<file path="src/rtl/sprite_pkg.sv">
// ---------------------------------------------------------------------------
// sprite_pkg
// Shared definitions for the sprite renderer: screen geometry, the animation
// FSM state type and the frame/row/column to ROM address mapping.
// ---------------------------------------------------------------------------
package sprite_pkg;

    localparam int SCREEN_W = 640;
    localparam int SCREEN_H = 480;

    typedef enum logic [0:0] {
        PLAY      = 1'b0,
        HOLD_LAST = 1'b1
    } anim_state_t;

    // Frames are stored back-to-back, each one row-major.
    function automatic int unsigned sprite_addr(
        input int unsigned frame,
        input int unsigned row,
        input int unsigned col,
        input int unsigned spr_w = 16,
        input int unsigned spr_h = 16
    );
        return frame * spr_w * spr_h + row * spr_w + col;
    endfunction

endpackage

</file>
<file path="src/rtl/sprite_anim_ctrl.sv">
// ---------------------------------------------------------------------------
// sprite_anim_ctrl
// Shadow latch for position/flip and the animation frame sequencer.
//   i_frame_tick        : once per video frame; the only time shadows load
//   i_sprite_x/y, i_flip: requested placement, captured on i_frame_tick
//   i_anim_en           : advance the hold counter on ticks
//   i_one_shot          : 0 = loop frames, 1 = stop on the last frame
//   i_restart           : back to frame 0 / PLAY, wins over a tick
//   o_sx/o_sy/o_flip    : latched placement used by the pixel pipeline
//   o_cur_frame         : current animation frame
//   o_anim_done         : one-shot sequence has reached its last frame
// ---------------------------------------------------------------------------
module sprite_anim_ctrl
    import sprite_pkg::*;
#(
    parameter int FRAMES = 2,
    parameter int HOLD   = 8,
    parameter int FW     = $clog2(FRAMES) + 1
) (
    input  logic          vga_clk,
    input  logic          reset_n,
    input  logic          i_frame_tick,
    input  logic [9:0]    i_sprite_x,
    input  logic [9:0]    i_sprite_y,
    input  logic          i_flip,
    input  logic          i_anim_en,
    input  logic          i_one_shot,
    input  logic          i_restart,
    output logic [9:0]    o_sx,
    output logic [9:0]    o_sy,
    output logic          o_flip,
    output logic [FW-1:0] o_cur_frame,
    output logic          o_anim_done
);

    localparam int CW = $clog2(HOLD) + 1;
    localparam logic [CW-1:0] HOLD_MAX   = CW'(HOLD - 1);
    localparam logic [FW-1:0] LAST_FRAME = FW'(FRAMES - 1);

    anim_state_t   r_state;
    logic [CW-1:0] r_hold_cnt;
    logic [FW-1:0] r_frame;
    logic          r_done;
    logic [FW-1:0] w_next_frame;

    // Loop mode wraps to 0; one-shot mode saturates on the last frame.
    assign w_next_frame = (r_frame != LAST_FRAME) ? r_frame + FW'(1) :
                          (i_one_shot ? LAST_FRAME : '0);

    // Positions only move at a frame boundary, so the sprite never tears.
    always_ff @(posedge vga_clk or negedge reset_n) begin
        if (!reset_n) begin
            o_sx   <= '0;
            o_sy   <= '0;
            o_flip <= 1'b0;
        end else if (i_frame_tick) begin
            o_sx   <= i_sprite_x;
            o_sy   <= i_sprite_y;
            o_flip <= i_flip;
        end
    end

    // NOTE: state registers use non-blocking assignments so every read in
    // this block sees the value from before the clock edge.
    always_ff @(posedge vga_clk or negedge reset_n) begin
        if (!reset_n) begin
            r_state    <= PLAY;
            r_hold_cnt <= '0;
            r_frame    <= '0;
            r_done     <= 1'b0;
        end else if (i_restart) begin
            r_state    <= PLAY;
            r_hold_cnt <= '0;
            r_frame    <= '0;
            r_done     <= 1'b0;
        end else if (i_frame_tick && i_anim_en && r_state == PLAY) begin
            if (r_hold_cnt != HOLD_MAX) begin
                r_hold_cnt <= r_hold_cnt + CW'(1);
            end else begin
                r_hold_cnt <= '0;
                r_frame    <= w_next_frame;
                if (i_one_shot && w_next_frame == LAST_FRAME) begin
                    r_state <= HOLD_LAST;
                    r_done  <= 1'b1;
                end
            end
        end
    end

    assign o_cur_frame = r_frame;
    assign o_anim_done = r_done;

endmodule

</file>
<file path="src/rtl/sprite_anim_renderer.sv">
// ---------------------------------------------------------------------------
// sprite_anim_renderer
// Places one animated, scaled, optionally mirrored sprite on the VGA raster
// and emits a palette index plus hit flag, 2 vga_clk after DrawX/DrawY/blank.
//   vga_clk, reset_n      : pixel clock, async active-low reset
//   DrawX, DrawY, blank   : scan position, blank=1 during active video
//   frame_tick            : per-frame pulse (start of vertical blank)
//   sprite_x/y, flip_h    : placement, applied from the next frame
//   anim_en/one_shot/restart : animation control
//   rom_address / rom_q   : external synchronous sprite ROM (1-cycle read)
//   pixel_hit, pixel_idx  : opaque sprite pixel and its palette index
//   cur_frame, anim_done  : animation status
// Pipeline: stage 1 registers the ROM address and box flag; the ROM's own
// output register is stage 2, so hit/idx are gated from rom_q by the stage-2
// valid, which keeps them at 0 whenever reset is asserted.
// ---------------------------------------------------------------------------
module sprite_anim_renderer
    import sprite_pkg::*;
#(
    parameter int SPR_W      = 16,
    parameter int SPR_H      = 16,
    parameter int FRAMES     = 2,
    parameter int IDX_W      = 2,
    parameter int SCALE_LOG2 = 1,
    parameter int HOLD       = 8,
    parameter int TRANSP_IDX = 0,
    parameter int AW         = $clog2(SPR_W * SPR_H * FRAMES)
) (
    input  logic                     vga_clk,
    input  logic                     reset_n,
    input  logic [9:0]               DrawX,
    input  logic [9:0]               DrawY,
    input  logic                     blank,
    input  logic                     frame_tick,
    input  logic [9:0]               sprite_x,
    input  logic [9:0]               sprite_y,
    input  logic                     flip_h,
    input  logic                     anim_en,
    input  logic                     one_shot,
    input  logic                     restart,
    output logic [AW-1:0]            rom_address,
    input  logic [IDX_W-1:0]         rom_q,
    output logic                     pixel_hit,
    output logic [IDX_W-1:0]         pixel_idx,
    output logic [$clog2(FRAMES):0]  cur_frame,
    output logic                     anim_done
);

    localparam int FW = $clog2(FRAMES) + 1;
    localparam logic [10:0]      BOX_W  = 11'(SPR_W << SCALE_LOG2);
    localparam logic [10:0]      BOX_H  = 11'(SPR_H << SCALE_LOG2);
    localparam logic [IDX_W-1:0] TRANSP = IDX_W'(TRANSP_IDX);

    logic [9:0]    w_sx;
    logic [9:0]    w_sy;
    logic          w_flip;
    logic [FW-1:0] w_frame;

    sprite_anim_ctrl #(
        .FRAMES (FRAMES),
        .HOLD   (HOLD),
        .FW     (FW)
    ) u_ctrl (
        .vga_clk      (vga_clk),
        .reset_n      (reset_n),
        .i_frame_tick (frame_tick),
        .i_sprite_x   (sprite_x),
        .i_sprite_y   (sprite_y),
        .i_flip       (flip_h),
        .i_anim_en    (anim_en),
        .i_one_shot   (one_shot),
        .i_restart    (restart),
        .o_sx         (w_sx),
        .o_sy         (w_sy),
        .o_flip       (w_flip),
        .o_cur_frame  (w_frame),
        .o_anim_done  (anim_done)
    );

    assign cur_frame = w_frame;

    // Stage 0: 11-bit compares so a sprite hanging off the right/bottom
    // edge is clipped instead of wrapping back to column/row 0.
    logic [10:0]   w_lx;
    logic [10:0]   w_ly;
    logic [10:0]   w_col_raw;
    logic [10:0]   w_col;
    logic [10:0]   w_row;
    logic          w_in_box;
    logic [AW-1:0] w_addr;

    assign w_lx      = {1'b0, DrawX} - {1'b0, w_sx};
    assign w_ly      = {1'b0, DrawY} - {1'b0, w_sy};
    assign w_in_box  = blank
                     & ({1'b0, DrawX} >= {1'b0, w_sx}) & (w_lx < BOX_W)
                     & ({1'b0, DrawY} >= {1'b0, w_sy}) & (w_ly < BOX_H);
    assign w_col_raw = w_lx >> SCALE_LOG2;
    assign w_col     = w_flip ? 11'(SPR_W - 1) - w_col_raw : w_col_raw;
    assign w_row     = w_ly >> SCALE_LOG2;
    assign w_addr    = AW'(sprite_addr(32'(w_frame), 32'(w_row), 32'(w_col),
                                       SPR_W, SPR_H));

    logic r_in_box_d;
    logic r_in_box_d2;

    // Outside the box the address is held, so the ROM sees no needless toggling.
    always_ff @(posedge vga_clk or negedge reset_n) begin
        if (!reset_n) begin
            rom_address <= '0;
            r_in_box_d  <= 1'b0;
            r_in_box_d2 <= 1'b0;
        end else begin
            if (w_in_box)
                rom_address <= w_addr;
            r_in_box_d  <= w_in_box;
            r_in_box_d2 <= r_in_box_d;
        end
    end

    assign pixel_hit = r_in_box_d2 & (rom_q != TRANSP);
    assign pixel_idx = pixel_hit ? rom_q : '0;

endmodule

</file>
<file path="config.mk">
export PLATFORM = sky130hd
export DESIGN_NAME = sprite_anim_renderer
export DESIGN_NICKNAME = d
export VERILOG_FILES = /design/src/rtl/sprite_pkg.sv /design/src/rtl/sprite_anim_ctrl.sv /design/src/rtl/sprite_anim_renderer.sv
export SDC_FILE = /design/constraint.sdc
export NUM_CORES = 1
export LEC_CHECK = 0
export BUFFER_PORTS_ARGS = -buffer_cell sky130_fd_sc_hd__buf_2
export CORE_UTILIZATION = 30
export CTS_CLUSTER_DIAMETER = 60
export DETAILED_ROUTE_END_ITERATION = 10
export PLACE_DENSITY = 0.63
export SYNTH_ARGS = -nofsm -noshare
export SYNTH_HDL_FRONTEND = slang
export SYNTH_SLANG_ARGS = --single-unit
</file>
<file path="constraint.sdc">
create_clock -name vga_clk -period 3.35 [get_ports vga_clk]
set_input_delay 0 -clock vga_clk [delete_from_list [all_inputs] [get_ports vga_clk]]
set_output_delay 0 -clock vga_clk [all_outputs]
set_load 0.02 [all_outputs]
</file>
==> impl_metrics.yaml <==
sta:
  rsz0062_at_grt: "true"
  finalClockSkew_ns: 0.00271
  setup_slack_ns: -0.252
  slew_headroom_pct: 40.6
  period_share_pct: 108
  totalNegativeSetupSlack_ns: -0.345
  hold_viol: 0
  fin_crit_ns: 3.60
  worst_slew_pin_slew_ns: 0.890
  fmax_mhz: 278
  report.final.slew_viol_count: 0
  setup-violations-final: 2
power_and_ir_drop:
  vdd_ir_drop_max_uv: 184
  p_int_mw: 1.11
  p_switching_mw: 0.556
  powerDensity_mw_per_mm2: 433
  seq_power_share_pct: 30.7
  switching_share_pct: 33.4
  power_mw: 1.66
  p_leak_nw: 1.97
  pwr-share-clk_pct: 24.4
  combPwrFrac_pct: 44.9
cells_and_area:
  final_cell_area_mm2: 0.00385
  regArea_um2: 976
  multi_input_area_mm2: 0.00175
  finalNetCount: 490
  drive_above_1_share_pct: 34.6
  fin_cells: 516
  mostFrequentLayoutCell: "buf_2"
  syn_to_final_growth_pct: 38.9
  final_cell_mix: "buf_2, dfrtp_1, inv_1, ha_1, nand2_1"
  fillCellCount: 898
  diodes: 0
clocking:
  cts_root_buf: "clkbuf_8"
  clock-sinks: 39
  clk_latency_ns: 0.30
  cts_inserted_buffers: 5
  clk_pin_slew_ns: 0.08
  cts_tree: "done"
  clock_path_buffers: 2
  cts_max_level: 2
synth:
  yosysUniqueCellTypes: 49
  syn_avg_cell_area_um2: 9.49
  synth_nets: 375
  synth_edf_count: 0
  synth_cells: 292
  synthFlopType: "dfrtp_1"
  synthArstFlopShare_pct: 100
  ys_warn_count: 0
  ys_ff_latch: 39
  seq_area_frac_synth_pct: 35.2
  mappedNetlistArea_mm2: 0.00277
die:
  start_util_pct: 31.3
  die_height_um: 98.1
  fp.dieArea_mm2: 0.00962
  die_w_um: 98.1
  io_pins: 65
  core-area_mm2: 0.00885
  num_rows: 34
route:
  drt.antenna.violating_nets: 0
  wirelength_mm: 6.38
  first_pass_iters: 7
  drc: 4
  wire_per_inst_um: 12.4
  vias: 2395
  drt_iter0_markers: 55
  viasPerCell: 4.64
min_path:
  min-delay-start: "anim_en"
  hold_path_end: "u_ctrl.r_hold_cnt[0]$_DFFE_PN0P_"
  hp-class: "input pin to flip-flop"
  hold_depth: 5
global_routing:
  grt_busiest_layer: "met2"
  grt_pass1_wl_mm: 10.5
  antenna_found_initial: 0
  grt_use_met3_pct: 2.79
  grtUsageTotal_pct: 13.6
  grt_max_degree: 40
  grt_pass1_vias: 2324
  grt-ovfl-total: 0
  met2_usage_pct: 23.7
  use_met1_pct: 17.2
critical_path:
  crit_chain: "ha_2 -> inv_2 -> fa_2 -> nand3_2 -> nand2_2 -> a21o_1 -> a21o_1 -> xor2_2 -> inv_2 -> ha_4 -> nand2b_4 -> xnor2_2 -> ha_1 -> ha_1 -> a21o_1 -> a21oi_2 -> xnor2_1 -> xnor2_1 -> mux2_4"
  reg2reg_to: "rom_address[8]$_DFFE_PN0P_"
  critPathRequiredTime_ns: 3.54
  worst_ep_arrival_time_ns: 3.79
  worst_setup_path_start_kind: "flip-flop"
  critPathTopFamily: "adder cells"
  r2r_cells: 19
  r2r_start: "u_ctrl.o_sx[0]$_DFFE_PN0P_"
  crit_path_end_kind: "flip-flop"
  cpMostUsedCell: "a21o_1"
  r2r_slack_ns: -0.25
  worstPathMaxFanout: 2
  path_class: "flip-flop to flip-flop"
  cp_slowest_stage_delay_ns: 0.36
  worst-path-buf-inv: 2
  critical_path.slowest_cell: "dfrtp_1"
run_status:
  violations: "DRC, setup timing"
  outcome: "complete, but fails checks"
placed_design:
  dp_cells: 477
  postPlaceCellArea_mm2: 0.00338
  dp_worst_setup_slack_ns: -0.316
  dpl.hpwl_mm: 4.81
  io_buffers: 64
  place_congestion: 0.811
flow_run:
  maxCapViolations: 0
## worst min-delay path, stage by stage
cell and delay, ns:
buf_2 0.10, nand2_1 0.05, nor2_1 0.09, mux2i_1 0.16, nor2_1 0.05
## layer usage
layer	part of all wire, %	wire length [µm]
met5	0	0
met2	50	3160
met1	46	2950
met4	0.42	27
met3	3.8	244
## worst max path at each step
stage / from / end / slack [ns] / depth (start not counted)
floorplan: u_ctrl.o_sx[0]$_DFFE_PN0P_ / rom_address[8]$_DFFE_PN0P_ / -0.16 / 19
detailed placement: u_ctrl.o_sx[0]$_DFFE_PN0P_ / rom_address[8]$_DFFE_PN0P_ / -0.32 / 19
global route: u_ctrl.o_sx[0]$_DFFE_PN0P_ / rom_address[8]$_DFFE_PN0P_ / -0.42 / 19
global placement: u_ctrl.o_sx[0]$_DFFE_PN0P_ / rom_address[8]$_DFFE_PN0P_ / -0.19 / 19
CTS: u_ctrl.o_sx[0]$_DFFE_PN0P_ / rom_address[8]$_DFFE_PN0P_ / -0.27 / 19
finish: u_ctrl.o_sx[0]$_DFFE_PN0P_ / rom_address[8]$_DFFE_PN0P_ / -0.25 / 19
## metrics by stage
step	hold slack, ns	utilization [%]
global route	0.240	43.5
finish	0.175	43.5
global placement	0.171	38.2
detailed placement	0.187	38.2
floorplan	-0.296	-
CTS	0.170	42.4
## cell type report
type,instances,area share [%]
clock buffer,5,1.79
clock inverter,3,1.14
inverter,34,3.32
multi-input combinational,214,45.4
sequential,39,25.4
tap,108,3.51
timing repair buffer,113,19.5
## cells by family after synthesis
kind of cell	after synthesis	synth area share [%]
AO/OA/AOI/OAI	77	18.4
AND/OR/NAND/NOR	69	12.6
buffers and inverters	40	5.42
flip-flops	39	35.2
adder cells (fa/ha/maj)	33	15.7
XOR/XNOR	18	5.69
multiplexers	16	6.87
## registers in the layout, summed over array words and instances (netlist names)
register,count
u_ctrl.o_flip,1
r_in_box_d2,1
u_ctrl.o_sy,10
u_ctrl.o_sx,10
rom_address,9
u_ctrl.r_hold_cnt,4
u_ctrl.r_state,1
r_in_box_d,1
u_ctrl.o_cur_frame,2
## synth_stat cells (3+ instances only)
library cell  instances  area [µm²]
xnor2_1              12         105
o31a_1                3        26.3
o211ai_1              3        22.5
dfrtp_1              39         976
xor2_1                6        52.6
nand2b_1              4        25.0
mux2_4                4        60.1
mux2_2                8        90.1
a21boi_0              3        22.5
inv_1                34         128
clkbuf_1              5        18.8
a21o_1                6        45.0
a21oi_1              13        65.1
fa_1                  3        60.1
nor2_1               16        60.1
nand2_1              28         105
nand3_1               3        15.0
o21a_1                4        30.0
a211oi_1              3        22.5
a31oi_1               3        18.8
nor3_1                3        15.0
nand4_1               3        18.8
mux2i_1               4        40.0
o21ai_0              24         120
ha_1                 30         375
## what timing repair did
action	CTS	global route
gates resized for setup	0	14
pin swaps	5	9
buffers inserted	2	6
endpoints found under the hold margin	67	0
endpoints found under the setup margin	3	9
gates cloned	0	1
hold buffers	24	0
## power by group through the flow
stage | clock network [mW] | logic (mW) | registers (mW)
after floorplan | 0 | 0.455 | 0.517
after CTS | 0.420 | 0.690 | 0.511
after detailed placement | 0 | 0.651 | 0.520
after global placement | 0 | 0.629 | 0.519
final | 0.406 | 0.747 | 0.511
after global routing | 0.433 | 0.828 | 0.516
No activity file was read; power rests on OpenSTA's default activity.
